===== src/rtl/renee_wheel_driver.sv =====
// Purpose: turns one-hot Renee wheel actions into soft-start PWM H-bridge drive with reversal dead-time.
// Latency: an accepted command shows on the outputs one cycle later; the duty ramps once per PWM period.
// Backpressure: cmd_ready drops while either wheel is in dead-time; otherwise a command is taken every cycle.
// Option: define RENEE_WHEEL_ODO_EN to build the signed per-wheel odometry counters (l_odo/r_odo read 0 otherwise).
module renee_wheel_driver #(
  parameter int PWM_W       = 8,
  parameter int DUTY_MAX    = 200,
  parameter int RAMP_STEP   = 8,
  parameter int DEAD_CYCLES = 16,
  parameter int ODO_W       = 16
) (
  input  logic             clk,
  input  logic             rst_n,
  input  logic [2:0]       lwa,
  input  logic [2:0]       rwa,
  input  logic             cmd_valid,
  output logic             cmd_ready,
  output logic             cmd_err,
  output logic             l_pwm,
  output logic             r_pwm,
  output logic             l_dir,
  output logic             r_dir,
  output logic             l_brake,
  output logic             r_brake,
  output logic [ODO_W-1:0] l_odo,
  output logic [ODO_W-1:0] r_odo
);

  localparam int SUM_W = PWM_W + 2;
  localparam int DC_W  = $clog2(DEAD_CYCLES + 1);

  localparam logic [SUM_W-1:0] STEP_V   = SUM_W'(RAMP_STEP);
  localparam logic [SUM_W-1:0] MAX_V    = SUM_W'(DUTY_MAX);
  localparam logic [DC_W-1:0]  DEAD_V   = DC_W'(DEAD_CYCLES);
  localparam logic [DC_W-1:0]  DEAD_ONE = DC_W'(1);
  localparam logic [PWM_W-1:0] PWM_ONE  = PWM_W'(1);

  typedef enum logic [1:0] {
    ST_STOP = 2'd0,
    ST_RUN  = 2'd1,
    ST_DEAD = 2'd2
  } state_t;

  // Index 0 is the left wheel, index 1 the right wheel.
  logic [PWM_W-1:0] pwm_cnt;
  logic             wrap;
  logic             accept;
  logic             err_q;
  logic [1:0]       bad;
  logic [2:0]       code     [2];
  state_t           st_q     [2];
  state_t           st_d     [2];
  logic [1:0]       dir_q;
  logic [1:0]       dir_d;
  logic [1:0]       pend_q;
  logic [1:0]       pend_d;
  logic [PWM_W:0]   duty_q   [2];
  logic [PWM_W:0]   duty_d   [2];
  logic [DC_W-1:0]  dead_q   [2];
  logic [DC_W-1:0]  dead_d   [2];
  logic [SUM_W-1:0] ramp_sum [2];
  logic [PWM_W:0]   ramp_val [2];

  function automatic logic is_onehot(input logic [2:0] c);
    return (c == 3'b100) || (c == 3'b010) || (c == 3'b001);
  endfunction

  assign code[0]   = lwa;
  assign code[1]   = rwa;
  assign wrap      = &pwm_cnt;
  assign cmd_ready = (st_q[0] != ST_DEAD) && (st_q[1] != ST_DEAD);
  assign accept    = cmd_valid & cmd_ready;
  assign bad       = {~is_onehot(rwa), ~is_onehot(lwa)};

  // Saturating ramp target, computed one bit wider so duty+step cannot wrap.
  always_comb begin
    for (int w = 0; w < 2; w++) begin
      ramp_sum[w] = {1'b0, duty_q[w]} + STEP_V;
      ramp_val[w] = (ramp_sum[w] > MAX_V) ? MAX_V[PWM_W:0] : ramp_sum[w][PWM_W:0];
    end
  end

  // Per-wheel next state: command decode, ramp, dead-time countdown.
  // A command taken on a wrap cycle replaces that wheel's ramp step, except a
  // same-direction repeat, which simply leaves the ramp running.
  always_comb begin
    for (int w = 0; w < 2; w++) begin
      st_d[w]   = st_q[w];
      dir_d[w]  = dir_q[w];
      pend_d[w] = pend_q[w];
      duty_d[w] = duty_q[w];
      dead_d[w] = dead_q[w];
      case (st_q[w])
        ST_STOP: begin
          if (accept && !bad[w] && !code[w][0]) begin
            st_d[w]   = ST_RUN;
            dir_d[w]  = code[w][2];
            duty_d[w] = '0;
          end
        end
        ST_RUN: begin
          if (accept) begin
            if (bad[w] || code[w][0]) begin
              st_d[w]   = ST_STOP;
              duty_d[w] = '0;
            end else if (code[w][2] == dir_q[w]) begin
              if (wrap) duty_d[w] = ramp_val[w];
            end else begin
              // Reversal: bridge off, old dir held, new dir parked until dead-time ends.
              st_d[w]   = ST_DEAD;
              dead_d[w] = DEAD_V;
              pend_d[w] = code[w][2];
              duty_d[w] = '0;
            end
          end else if (wrap) begin
            duty_d[w] = ramp_val[w];
          end
        end
        ST_DEAD: begin
          dead_d[w] = dead_q[w] - DEAD_ONE;
          if (dead_q[w] <= DEAD_ONE) begin
            st_d[w]   = ST_RUN;
            dir_d[w]  = pend_q[w];
            duty_d[w] = '0;
            dead_d[w] = '0;
          end
        end
        default: begin
          st_d[w]   = ST_STOP;
          duty_d[w] = '0;
          dead_d[w] = '0;
        end
      endcase
    end
  end

  // State registers, shared PWM counter and the one-cycle decode-error pulse.
  always_ff @(posedge clk) begin
    if (!rst_n) begin
      pwm_cnt <= '0;
      err_q   <= 1'b0;
      dir_q   <= 2'b11;
      pend_q  <= 2'b11;
      for (int w = 0; w < 2; w++) begin
        st_q[w]   <= ST_STOP;
        duty_q[w] <= '0;
        dead_q[w] <= '0;
      end
    end else begin
      pwm_cnt <= pwm_cnt + PWM_ONE;
      err_q   <= accept & (|bad);
      dir_q   <= dir_d;
      pend_q  <= pend_d;
      for (int w = 0; w < 2; w++) begin
        st_q[w]   <= st_d[w];
        duty_q[w] <= duty_d[w];
        dead_q[w] <= dead_d[w];
      end
    end
  end

  assign cmd_err = err_q;
  assign l_pwm   = (st_q[0] == ST_RUN) && ({1'b0, pwm_cnt} < duty_q[0]);
  assign r_pwm   = (st_q[1] == ST_RUN) && ({1'b0, pwm_cnt} < duty_q[1]);
  assign l_dir   = dir_q[0];
  assign r_dir   = dir_q[1];
  assign l_brake = (st_q[0] == ST_STOP);
  assign r_brake = (st_q[1] == ST_STOP);

`ifdef RENEE_WHEEL_ODO_EN
  localparam logic [ODO_W-1:0] ODO_ONE = ODO_W'(1);
  logic [ODO_W-1:0] odo_q [2];

  // Signed period count: one step per wrap while actually driving, sign from dir.
  always_ff @(posedge clk) begin
    if (!rst_n) begin
      odo_q[0] <= '0;
      odo_q[1] <= '0;
    end else begin
      for (int w = 0; w < 2; w++) begin
        if (wrap && (st_q[w] == ST_RUN) && (duty_q[w] != '0)) begin
          odo_q[w] <= dir_q[w] ? (odo_q[w] + ODO_ONE) : (odo_q[w] - ODO_ONE);
        end
      end
    end
  end

  assign l_odo = odo_q[0];
  assign r_odo = odo_q[1];
`else
  assign l_odo = '0;
  assign r_odo = '0;
`endif

endmodule

===== config.mk =====
export PLATFORM = sky130hd
export DESIGN_NAME = renee_wheel_driver
export DESIGN_NICKNAME = d
export VERILOG_FILES = /design/src/rtl/renee_wheel_driver.sv
export SDC_FILE = /design/constraint.sdc
export NUM_CORES = 1
export LEC_CHECK = 0
export ABC_AREA = 0
export CAP_MARGIN = 20
export CORE_MARGIN = 8
export CORE_UTILIZATION = 25
export CTS_BUF_LIST = sky130_fd_sc_hd__clkbuf_4 sky130_fd_sc_hd__clkbuf_8
export DETAILED_ROUTE_END_ITERATION = 7
export DONT_BUFFER_PORTS = 1
export GPL_TIMING_DRIVEN = 0
export PLACE_DENSITY = 0.47
export SYNTH_ARGS = -nofsm -noshare
export SYNTH_HDL_FRONTEND = slang
export SYNTH_SLANG_ARGS = --single-unit

===== constraint.sdc =====
create_clock -name clk -period 7.3 [get_ports clk]
set_clock_uncertainty 0.1 [all_clocks]
set_input_delay 1.46 -clock clk [delete_from_list [all_inputs] [get_ports clk]]
set_output_delay 1.46 -clock clk [all_outputs]
set_load 0.05 [all_outputs]

==> flow_summary.toml, run 1 <==
[sta]
fin_crit_sh = 0.555
max_freq_mhz = 247
setup_viol = 0
tightest_slew_ns = 1.12
whs_ns = 0.371
max_slew_margin = 0.252
finalCriticalPeriod_ns = 4.05
setup_slack_ns = 3.25
hold_viol_final = 0
drv_slew = 0
rsz0062_at_grt = "no"
setup_tns_ns = 0

[global_route]
track_usage = 0.0903
grt_max_degree = 13
grt_pass1_vias = 2477
overflow = 0
antenna_found_initial = 0
grt_first_pass_wirelength_um = 12200

[yosys]
synth-edff-count = 0
synth.largest_area_cell = "dfxtp_1"
synth_fa_ha_area_frac = 0.118
synth_xor_area_frac = 0.0399
synthTopCellsByArea = "dfxtp_1 (29%), ha_1 (12%), buf_4 (7.8%)"
synth_mux_area_frac = 0.00651
synth_compound_area_frac = 0.204
synth_top_family_by_area = "simple AND/OR/NAND/NOR gates"
synthArstFlopShare = 0
syn-cell-area_mm2 = 0.00307
synth_area_per_cell_um2 = 8.09
synth_top_area_share = 0.293
synthSimpleGateAreaFrac = 0.217
synth-seq-cells = 45
ys_types = 52
yosysWarningCount = 0
yosysSeqAreaShare = 0.293
synth_cells = 380
synth_ff_type = "dfxtp_1"

[drt]
wirelength_um = 7180
vias = 2594
drt_iter0_markers = 136
post_drt_wl_per_cell_um = 12.7
dr.pass1.iters = 4
highest_layer = "met4"
drc = 0
m1WireLength_um = 3380
vias_per_cell = 4.59
route.met2.wl_um = 3380
drtAntennaViolNets = 0
wl_met3_um = 396

[place]
gp_congestion = 0.820
portBuffers = 0
place.detailed.hpwl_um = 5640
dp_slack_ns = 3.54

[clocking]
cts_buffer_depth = 2
clock-sinks = 45
holdBufCountCts = 0
post_cts_buffers = 0
clk_pin_slew_ns = 0.09
numCtsBuffers = 5
worstSkewPairLatency_ns = 0.29
cts_tree = "yes"
htreeDepth = 2
cts_resized = 0
cts-root-buf = "clkbuf_8"

[pwr]
p_leak_nw = 1.42
power.density_mw_per_mm2 = 174
peakVddDrop_mv = 0.105

[floorplan]
die_h_um = 127
rows = 40
start_util = 0.256
die_w_um = 127
die_area_mm2 = 0.0161
io_pins = 49
core_area_mm2 = 0.0120

[critical_path]
critPathLaunchType = "register"
reg2reg_setup_slack_ns = 4.32
cp.required_ns = 5.74
r2r_end = "duty_q[0][1]"
worstReg2RegStart = "st_q[0][0]"
cp_top_family = "compound AO/OA/AOI/OAI gates"
crit_buf_inv = 1
crit_path_max_fanout = 7
critPathCaptureType = "output port"
crit_type = "reg -> out"
rr_worst_depth = 8
slowest_stage = "a21boi_1"
crit_chain = "inv_1 > ha_1 > a21o_1 > a211oi_1 > o21ai_0 > a21boi_1"
critical_path_arrival_ns = 2.49
max_stage_delay_ns = 0.88

[final_layout]
utilization = 0.288
drive_gt1_frac = 0.124
layout_commonest_cell = "dfxtp_1"
nets = 456
diodes = 0
area.growth.synth_to_final_pct = 12.7
layout_common_cells = "dfxtp_1 (45), buf_4 (32), conb_1 (32)"

[min_path]
hold_depth = 2
min_to = "duty_q[0][10]"
timing.hold.worst.class = "reg -> reg"
hold_start = "duty_q[0][10]"

[flow_run]
drv_cap = 0

[outcome]
status = "complete, no violations"
==> area by class of cell <==
type	count	area (µm²)
inverters	27	101
multi-input cells	300	1920
clock buffers	7	90.1
plain buffers	39	268
flip-flops and latches	45	901
well taps	147	184
fillers	1302	8550
==> kinds of logic after synthesis <==
kind of cell               after synthesis
and+or+nand+nor                        128
xor gates and xnor gates                14
adders and majority gates               29
buffers and inverters                   66
DFF                                     45
other                                    1
AOI/OAI and AO/OA                       95
muxes                                    2
==> cells in the mapped netlist, drive strengths merged (4+ instances only) <==
| library cell | instances |
|---|---|
| dfxtp | 45 |
| a21o | 10 |
| a21oi | 30 |
| nand2 | 24 |
| nand3 | 14 |
| and3 | 4 |
| inv | 27 |
| nand4 | 4 |
| nor2 | 29 |
| nor3 | 13 |
| xor2 | 4 |
| ha | 29 |
| o21ai | 22 |
| a211oi | 7 |
| buf | 34 |
| nand2b | 9 |
| or3 | 7 |
| clkbuf | 5 |
| a21boi | 4 |
| and2 | 8 |
| xnor2 | 10 |
==> flip-flops by register name, summed over array words and instances (netlist names) <==
register / count
duty_q: 18
dead_q: 10
pend_q: 2
dir_q: 2
pwm_cnt: 8
st_q: 4
cmd_err: 1
==> power breakdown <==
group	switching (mW)	total (mW)	internal [mW]
clock network	0.0827	0.162	0.0790
logic	0.116	0.167	0.0506
registers	0.0213	0.275	0.253
total	0.221	0.604	0.383
==> worst max path at each step <==
stage	startpoint	end	slack, ns	cells past startpoint
after CTS	duty_q[0][14]	r_pwm	3.20	6
after global placement	duty_q[0][5]	l_pwm	3.11	6
after floorplan	duty_q[0][5]	l_pwm	3.40	6
after global routing	duty_q[0][5]	l_pwm	3.02	6
final	duty_q[0][5]	l_pwm	3.25	6
after detailed placement	duty_q[0][14]	r_pwm	3.54	6
==> worst min-delay path, stage by stage (launching register included) <==
cell and delay, ns:
dfxtp_1 0.31, inv_1 0.07, nor3_1 0.05
==> per-stage QoR <==
step	instances	cell area, µm²	total power, mW
2_1_floorplan	411	3190	0.420
3_3_place_gp	558	3370	0.445
3_5_place_dp	558	3370	0.448
4_1_cts	565	3460	0.615
5_1_grt	565	3460	0.640
6_report	565	3460	0.604
==> per-layer routing <==
metal	GRT usage	up-vias
met4	0.0189	0
met3	0.0260	2
met2	0.152	52
met5	0	-
li1	-	1350
met1	0.111	1190
(Power assumes the default switching activity.)
==> run 2, diff against run 1 <==
PLACE_DENSITY = 0.49   (was 0.47)
clock period = 3.27 ns   (was 7.3 ns; I/O delays follow)
==> flow_summary.toml, run 2 (synthesis gave the netlist of run 1 again) <==
[sta]
setup_slack_ns = 0.244
fin_crit_sh = 0.926
tightest_slew_ns = 0.908
hold_viol_final = 0
drv_slew = 0
max_freq_mhz = 330
whs_ns = 0.373
rsz0062_at_grt = "no"
finalCriticalPeriod_ns = 3.03
max_slew_margin = 0.389
setup_viol = 0

[drt]
wirelength_um = 7030
vias_per_cell = 4.53
drc = 0
drt_iter0_markers = 135
dr.pass1.iters = 4
drtAntennaViolNets = 0
post_drt_wl_per_cell_um = 12.4
vias = 2561

[global_route]
grt_first_pass_wirelength_um = 11700
grt_max_degree = 14
track_usage = 0.0875
met3_usage = 0.0197
grt_busiest_layer = "met2"
grt_pass1_vias = 2382
met1_usage = 0.108
overflow = 0
use_met2 = 0.148
antenna_found_initial = 0

[critical_path]
crit_buf_inv = 2
r2r_end = "duty_q[0][0]"
crit_chain = "inv_1 > ha_1 > or3b_1 > buf_2 > or3_1 > a211oi_2 > a21oi_1 > and2_1"
slowest_stage = "a211oi_2"
crit_path_max_fanout = 8
reg2reg_setup_slack_ns = 0.24
crit_type = "reg -> reg"
cp_top_family = "simple AND/OR/NAND/NOR gates"
worstReg2RegStart = "st_q[0][0]"
critical_path_arrival_ns = 3.12
rr_worst_depth = 8
cp.required_ns = 3.36
critPathLaunchType = "register"
critPathCaptureType = "register"
max_stage_delay_ns = 0.59

[place]
portBuffers = 0
place.detailed.hpwl_um = 5520
dp_slack_ns = 0.249
gp_congestion = 0.811

[floorplan]
die_area_mm2 = 0.0161
die_h_um = 127
io_pins = 49
core_area_mm2 = 0.0120
rows = 40
die_w_um = 127
start_util = 0.256

[final_layout]
multi_input_area_mm2 = 0.00193
nets = 456
drive_gt1_frac = 0.129
diodes = 0
largest_register_ffs = 18
layout_common_cells = "dfxtp_1 (45), buf_4 (32), conb_1 (32)"
top_register = "duty_q"
num-fill-cells = 1307
layout_commonest_cell = "dfxtp_1"
seq_area_um2 = 901
area.growth.synth_to_final_pct = 13.4
largestRegisters = "duty_q (18), dead_q (10), pwm_cnt (8)"

[clocking]
cts_tree = "yes"
clk_pin_slew_ns = 0.09
htreeDepth = 2
clock-sinks = 45
holdBufCountCts = 0
cts-root-buf = "clkbuf_8"
worstSkewPairLatency_ns = 0.30
numCtsBuffers = 5
cts_buffer_depth = 2

[min_path]
hold_start = "duty_q[0][10]"
hold_depth = 2
timing.hold.worst.class = "reg -> reg"
min_to = "duty_q[0][10]"

[flow_run]
drv_cap = 0

[pwr]
p_leak_nw = 1.42
peakVddDrop_mv = 0.265
power.density_mw_per_mm2 = 404

[outcome]
status = "complete, no violations"
## run 2: cell count changes in the layout (fill, tap and decap cells not counted)
| cell | change |
|---|---|
| clkbuf_4 | -1 |
| a21boi_2 | +2 |
| clkinv_2 | +1 |
| a21boi_1 | -2 |
| bufinv_16 | +1 |
| clkbuf_8 | -1 |
## run 2: worst max path at each step
stage / start / end / slack [ns] / depth (start not counted)
detailed placement: duty_q[0][5] / l_pwm / 0.25 / 6
CTS: duty_q[0][14] / r_pwm / 0.04 / 6
floorplan: duty_q[0][5] / l_pwm / 0.18 / 6
global route: st_q[0][0] / duty_q[0][13] / 0.10 / 9
finish: st_q[0][0] / duty_q[0][0] / 0.24 / 8
global placement: duty_q[0][5] / l_pwm / -0.16 / 6
## run 2: what timing repair did
item / in CTS / in global routing
setup buffers: 0 / 0
endpoints found under the setup margin: 1 / 1
gates resized for setup: 1 / 1
## run 2: per-layer routing
layer	part of all wire	wire length, µm	vias to the layer above
met5	0	0	-
met3	0.039	276	4
li1	-	-	1342
met4	0.0098	69	0
met2	0.47	3270	41
met1	0.49	3410	1174
## run 2: power by group
group | switching, mW | leakage (nW) | internal [mW] | total (mW)
clock | 0.193 | 0.0540 | 0.223 | 0.415
combinational | 0.261 | 1.00 | 0.114 | 0.375
sequential | 0.0506 | 0.364 | 0.566 | 0.616
## run 2: layout make-up
| cell class | count | area share |
|---|---|---|
| Tap cell | 147 | 0.0528 |
| Sequential cell | 45 | 0.259 |
| Inverter | 27 | 0.0291 |
| Clock inverter | 2 | 0.0101 |
| Multi-Input combinational cell | 300 | 0.553 |
| Clock buffer | 5 | 0.0197 |
| Buffer | 39 | 0.0768 |
## run 2: stage by stage
stage           util  cell area (µm²)  instances  power (mW)  TNS [ns]
3_3_place_gp   0.281             3370        558       0.996    -0.168
2_1_floorplan      -             3190        411       0.937         0
4_1_cts        0.290             3480        565        1.43         0
6_report       0.290             3480        565        1.41         0
5_1_grt        0.290             3480        565        1.49         0
3_5_place_dp   0.281             3370        558        1.00         0
## run 2: worst register-to-register path: stages (launching register included)
cell and delay, ns:
dfxtp_1 0.41, inv_1 0.09, ha_1 0.30, or3b_1 0.39, buf_2 0.17, or3_1 0.37
a211oi_2 0.59, a21oi_1 0.27, and2_1 0.22
==> edit 1, RTL diff (flow settings as in run 1) <==
Remove the register `err_q`: a continuous assignment takes its place, so the output `cmd_err` follows one clock earlier.
--- a/src/rtl/renee_wheel_driver.sv
+++ b/src/rtl/renee_wheel_driver.sv
@@ -139,5 +139,4 @@
     if (!rst_n) begin
       pwm_cnt <= '0;
-      err_q   <= 1'b0;
       dir_q   <= 2'b11;
       pend_q  <= 2'b11;
@@ -149,5 +148,4 @@
     end else begin
       pwm_cnt <= pwm_cnt + PWM_ONE;
-      err_q   <= accept & (|bad);
       dir_q   <= dir_d;
       pend_q  <= pend_d;
@@ -159,4 +157,6 @@
     end
   end
+
+  assign err_q = accept & (|bad);
 
   assign cmd_err = err_q;
Check against the original RTL: not equivalent (Yosys sat finds a counterexample within 4 cycles, from zero or initial values and one cycle with rst_n low).
==> edit 1 against run 1 <==
- non-clock buffer count up 4
- worst setup slack worse by 0.37 ns
- synthesized area up 2.9%
- design area up 3.4%
- via count up 1.1%
- largest power group unchanged
- critical endpoint is now cmd_err
- total power down 0.40%
- routed wire length up 1.6%
- sequential cell count down 1
- first-iteration DRC count down 14%
==> edit 1: results (changes against run 1) <==
stage,metric,value,unit,change
clock_tree,# H-tree levels,2,,unchanged
detailed_routing,Vias,2622,,+1.1%
global_routing,all-layer global routing usage,0.09077,,+0.0004576
synth,yosys warns,0,,unchanged
global_routing,vias in the first global route,2512,,+1.4%
synth,Cell variety after synth,56,,+7.7%
layout,Fill cells,1356,,+4.1%
clock_tree,Clock Pin Slew Worst Setup and Hold Paths,0.10,ns,
synth,"Top FF cell, synth",dfxtp_1,,
layout,Post-layout nets,466,,+2.2%
clock_tree,TritonCTS buffer count,5,,unchanged
synth,ranking of synthesized cells by area,"dfxtp_1 28%, ha_1 11%, buf_4 7.6%, nand2_1 3.3%, inv_1 3.2%",,
global_routing,initial antenna violation count,0,,unchanged
worst_setup_path,worst-path fanout max,8,,+1
status,status,"complete, no violations",,
pwr,sw frac,0.3881,,+0.02276
clock_tree,clock buffer depth,2,,unchanged
global_routing,routing usage on met1,0.1087,,-0.002700
detailed_routing,Routed WL,7.296,mm,+1.6%
global_routing,met2 usage,0.1557,,+0.003301
detailed_routing,DR iter-0 viols,117,,-14%
global_routing,largest net degree at the start of global routing,15,,+2
placement,Port Buf Inserts,0,,unchanged
synth,"Seq/Total Area, Yosys",0.2786,,-0.01457
sta,Rel. slew slack,0.2194,,-0.03285
clock_tree,Setup Buffers After CTS,0,,unchanged
layout,biggest registers after layout,"duty_q: 18 flops, dead_q: 10 flops, pwm_cnt: 8 flops",,
synth,commonest cells in the netlist,"44 x dfxtp_1, 32 x buf_4, 29 x ha_1, 28 x nand2_1, 27 x inv_1",,
global_routing,met3 usage,0.02276,,-0.003219
worst_setup_path,worst path arrival time,2.86,ns,+0.37 ns
global_routing,first-pass GRT wire length,12.19,mm,+0.29%
layout,ant diodes,0,,unchanged
placement,DPL Wire Length,5.749,mm,+1.9%
clock_tree,Root Buffer,clkbuf_8,,
pwr,Leakage,0.001494,uW,+5.5%
clock_tree,Worst-Skew Late Latency,0.30,ns,
layout,share of layout cells above drive strength 1,0.1142,,-0.01018
placement,GP Congestion,0.7789,,-5.0%
synth,asr flop ratio synth,0,,unchanged
clock_tree,post_cts resized,0,,unchanged
min_path,worst hold path type,flip-flop to flip-flop,,
pwr,maximum vdd drop,64.99,uV,-38%
detailed_routing,drt first pass iters,4,,unchanged
==> edit 1: per-layer routing <==
metal	share of wire	up-vias
met5	0	-
met4	0.0099	0
met3	0.043	7
met2	0.48	31
met1	0.47	1208
li1	-	1376
==> edit 1: cell type report <==
cell class	instances	area, sq um	area share
Inverter	27	101.3	0.02830
Sequential cell	44	880.8	0.2460
Clock inverter	3	18.77	0.005241
Clock buffer	5	68.82	0.01922
Buffer	43	282.8	0.07897
Multi-Input combinational cell	307	2013	0.5622
Tap cell	172	215.2	0.06010
==> edit 1: kinds of logic (layout without fill, tap and decap cells) <==
logic type / after synthesis / in the layout / synth area share
other: 1 / 32 / 0.001186
xor gates and xnor gates: 14 / 14 / 0.03878
adders and majority gates: 29 / 29 / 0.1148
DFF: 44 / 44 / 0.2786
buffers and inverters: 70 / 78 / 0.1215
and+or+nand+nor: 134 / 134 / 0.2256
AOI/OAI and AO/OA: 96 / 96 / 0.2129
muxes: 2 / 2 / 0.006727
==> edit 1: critical path: stages <==
cell      delay, ns
clkbuf_1       0.30
o21ai_0        0.15
a31oi_1        0.95
==> edit 1: final timing paths <==
| kind | start | endpoint | slack (ns) | cells past startpoint |
|---|---|---|---|---|
| max | rwa[2] | cmd_err | 2.88 | 3 |
| min | duty_q[0][2] | duty_q[0][2] | 0.35 | 2 |
| max reg2reg | st_q[0][0] | duty_q[0][11] | 4.42 | 8 |
| min reg2reg | duty_q[0][2] | duty_q[0][2] | 0.35 | 2 |
==> edit 1: per-stage QoR <==
| stage | setup slack (ns) | cell area [sq um] | util | total power, uW | std cells |
|---|---|---|---|---|---|
| 2_1_floorplan | 2.979 | 3278 | - | 417.9 | 421 |
| 3_3_place_gp | 2.871 | 3493 | 0.2802 | 445.6 | 593 |
| 3_5_place_dp | 2.871 | 3493 | 0.2802 | 446.6 | 593 |
| 4_1_cts | 2.868 | 3581 | 0.2873 | 610.6 | 601 |
| 5_1_grt | 2.775 | 3581 | 0.2873 | 635.1 | 601 |
| 6_report | 2.883 | 3581 | 0.2873 | 601.2 | 601 |
==> edit 1: power groups by stage <==
stage | clock [uW] | combinational, uW | sequential, uW
4_1_cts | 169 | 174 | 268
2_1_floorplan | 0 | 148 | 270
5_1_grt | 176 | 190 | 269
3_5_place_dp | 0 | 173 | 274
3_3_place_gp | 0 | 172 | 274
6_report | 161 | 172 | 268
==> edit 2, RTL diff (settings of run 1) <==
Without the edit above. `DEAD_CYCLES`: 16 -> 64.
--- a/src/rtl/renee_wheel_driver.sv
+++ b/src/rtl/renee_wheel_driver.sv
@@ -7,5 +7,5 @@
   parameter int DUTY_MAX    = 200,
   parameter int RAMP_STEP   = 8,
-  parameter int DEAD_CYCLES = 16,
+  parameter int DEAD_CYCLES = 64,
   parameter int ODO_W       = 16
 ) (
Formal check against the unedited RTL: no difference found for any inputs over 4 cycles, from zero or initial values and one cycle with rst_n low; that may be too few to reach the edited logic, so the function may still have changed.
==> edit 2 against run 1 <==
- synthesized area increased by 19%
- total power increased by 24%
- combinational power increased by 34%
- design area increased by 19%
- routed wire length increased by 22%
- synthesized cell count increased by 15%
- worst setup slack improved by 0.32 ns
- sequential cell count increased by 4
- die area increased by 16%
==> edit 2: results (changes against run 1) <==
stage,metric,value,unit,change
global_routing,routing usage on met1,0.1203,,+0.008990
synth,Adder-Cell Fraction of Synth Area,0.09942,,-0.01866
pwr,Leakage,0.001667,uW,+18%
pwr,clock power share,0.286,,+0.018
worst_setup_path,worst setup path end,l_pwm,,
layout,Non-clk bufs,48,,+23%
placement,Setup WS pre-CTS,3.867,ns,+0.3310 ns
worst_setup_path,slowest cell delay on critical path,0.56,ns,-0.32 ns
detailed_routing,DR iter-0 viols,145,,+6.6%
synth,ranking of synthesized cells by area,"dfxtp_1 27%, ha_1 9.9%, buf_4 6.8%, o21ai_0 3.3%, inv_1 3.3%",,
sta,Tcrit/Tclk final,0.5106,,-0.04417
synth,xor/xnor share of the synthesized area,0.02880,,-0.01111
layout,Non-clk invs,32,,+19%
layout,fraction of area in multi-input gates,0.5632,,+0.009030
global_routing,first-pass GRT wire length,14.20,mm,+17%
worst_setup_path,worst path arrival time,2.17,ns,-0.32 ns
placement,DPL Wire Length,6.741,mm,+19%
status,status,"complete, no violations",,
synth,average cell area after synthesis,8.352,sq um,+3.3%
layout,"Most flops, register",duty_q,,
worst_setup_path,Reg2Reg Setup Slack,4.49,ns,+0.17 ns
synth,Cell variety after synth,65,,+25%
placement,DP Area,3996,sq um,+18%
global_routing,all-layer global routing usage,0.09402,,+0.003702
layout,Multi-input comb cells,339,,+13%
worst_setup_path,CP Launch Point,duty_q[0][6],,
worst_setup_path,reg2reg path depth,9,,+1
pwr,maximum vdd drop,98.53,uV,-6.1%
global_routing,largest net degree at the start of global routing,15,,+2
global_routing,met2 usage,0.1468,,-0.005551
layout,Final Core Density,0.2854,,-0.002941
synth,Gate Count Post-Synth,437,,+15%
layout,Seq/total area,0.2383,,-0.02182
layout,Post-layout nets,513,,+13%
pwr,P_sw,275.5,uW,+25%
layout,Fill cells,1565,,+20%
detailed_routing,drt via density,4.768,,+3.9%
global_routing,met3 usage,0.02827,,+0.002293
synth,mux share of post-synthesis cell area,0.008228,,+0.001713
clock_tree,Worst-Skew Late Latency,0.31,ns,+0.02 ns
layout,clk cell area share,0.02918,,+0.003168
layout,non-clk buf share,0.08419,,+0.006882
synth,"FF+latch count, synth",49,,+8.9%
worst_setup_path,worst flop-to-flop path endpoint,dead_q[0][5],,
synth,"Seq/Total Area, Yosys",0.2688,,-0.02439
synth,commonest cells in the netlist,"49 x dfxtp_1, 33 x buf_4, 32 x inv_1, 29 x ha_1, 26 x nand2_1",,
worst_setup_path,worst-path fanout max,8,,+1
layout,share of layout cells above drive strength 1,0.1366,,+0.01215
placement,placed cells,652,,+17%
placement,GP Congestion,0.7664,,-6.5%
worst_setup_path,origin of the critical flop-to-flop path,st_q[0][2],,
detailed_routing,Routed WL,8.791,mm,+22%
placement,Port Buf Inserts,0,,unchanged
clock_tree,Root Buffer,clkbuf_8,,
synth,"Top FF cell, synth",dfxtp_1,,
global_routing,vias in the first global route,2888,,+17%
edit 2: power groups by stage:
stage	clock network (uW)	logic, uW	registers (uW)
after detailed placement	0	224	315
after global routing	233	246	311
after global placement	0	223	314
after floorplan	0	190	309
after CTS	223	225	309
final	213	224	308
edit 2: layer usage:
metal	share of wire	wire (microns)
met5	0	0
met4	0.018	155
met3	0.073	643
met1	0.47	4105
met2	0.44	3887
edit 2: worst min-delay path by stage:
stage,startpoint,to,slack [ns],cells after the start
4_1_cts,duty_q[0][10],duty_q[0][10],0.39,2
6_report,duty_q[0][10],duty_q[0][10],0.38,2
3_3_place_gp,pend_q[0],pend_q[0],0.36,2
5_1_grt,duty_q[0][10],duty_q[0][10],0.41,2
2_1_floorplan,pwm_cnt[0],pwm_cnt[0],0.34,1
3_5_place_dp,pend_q[0],pend_q[0],0.37,2
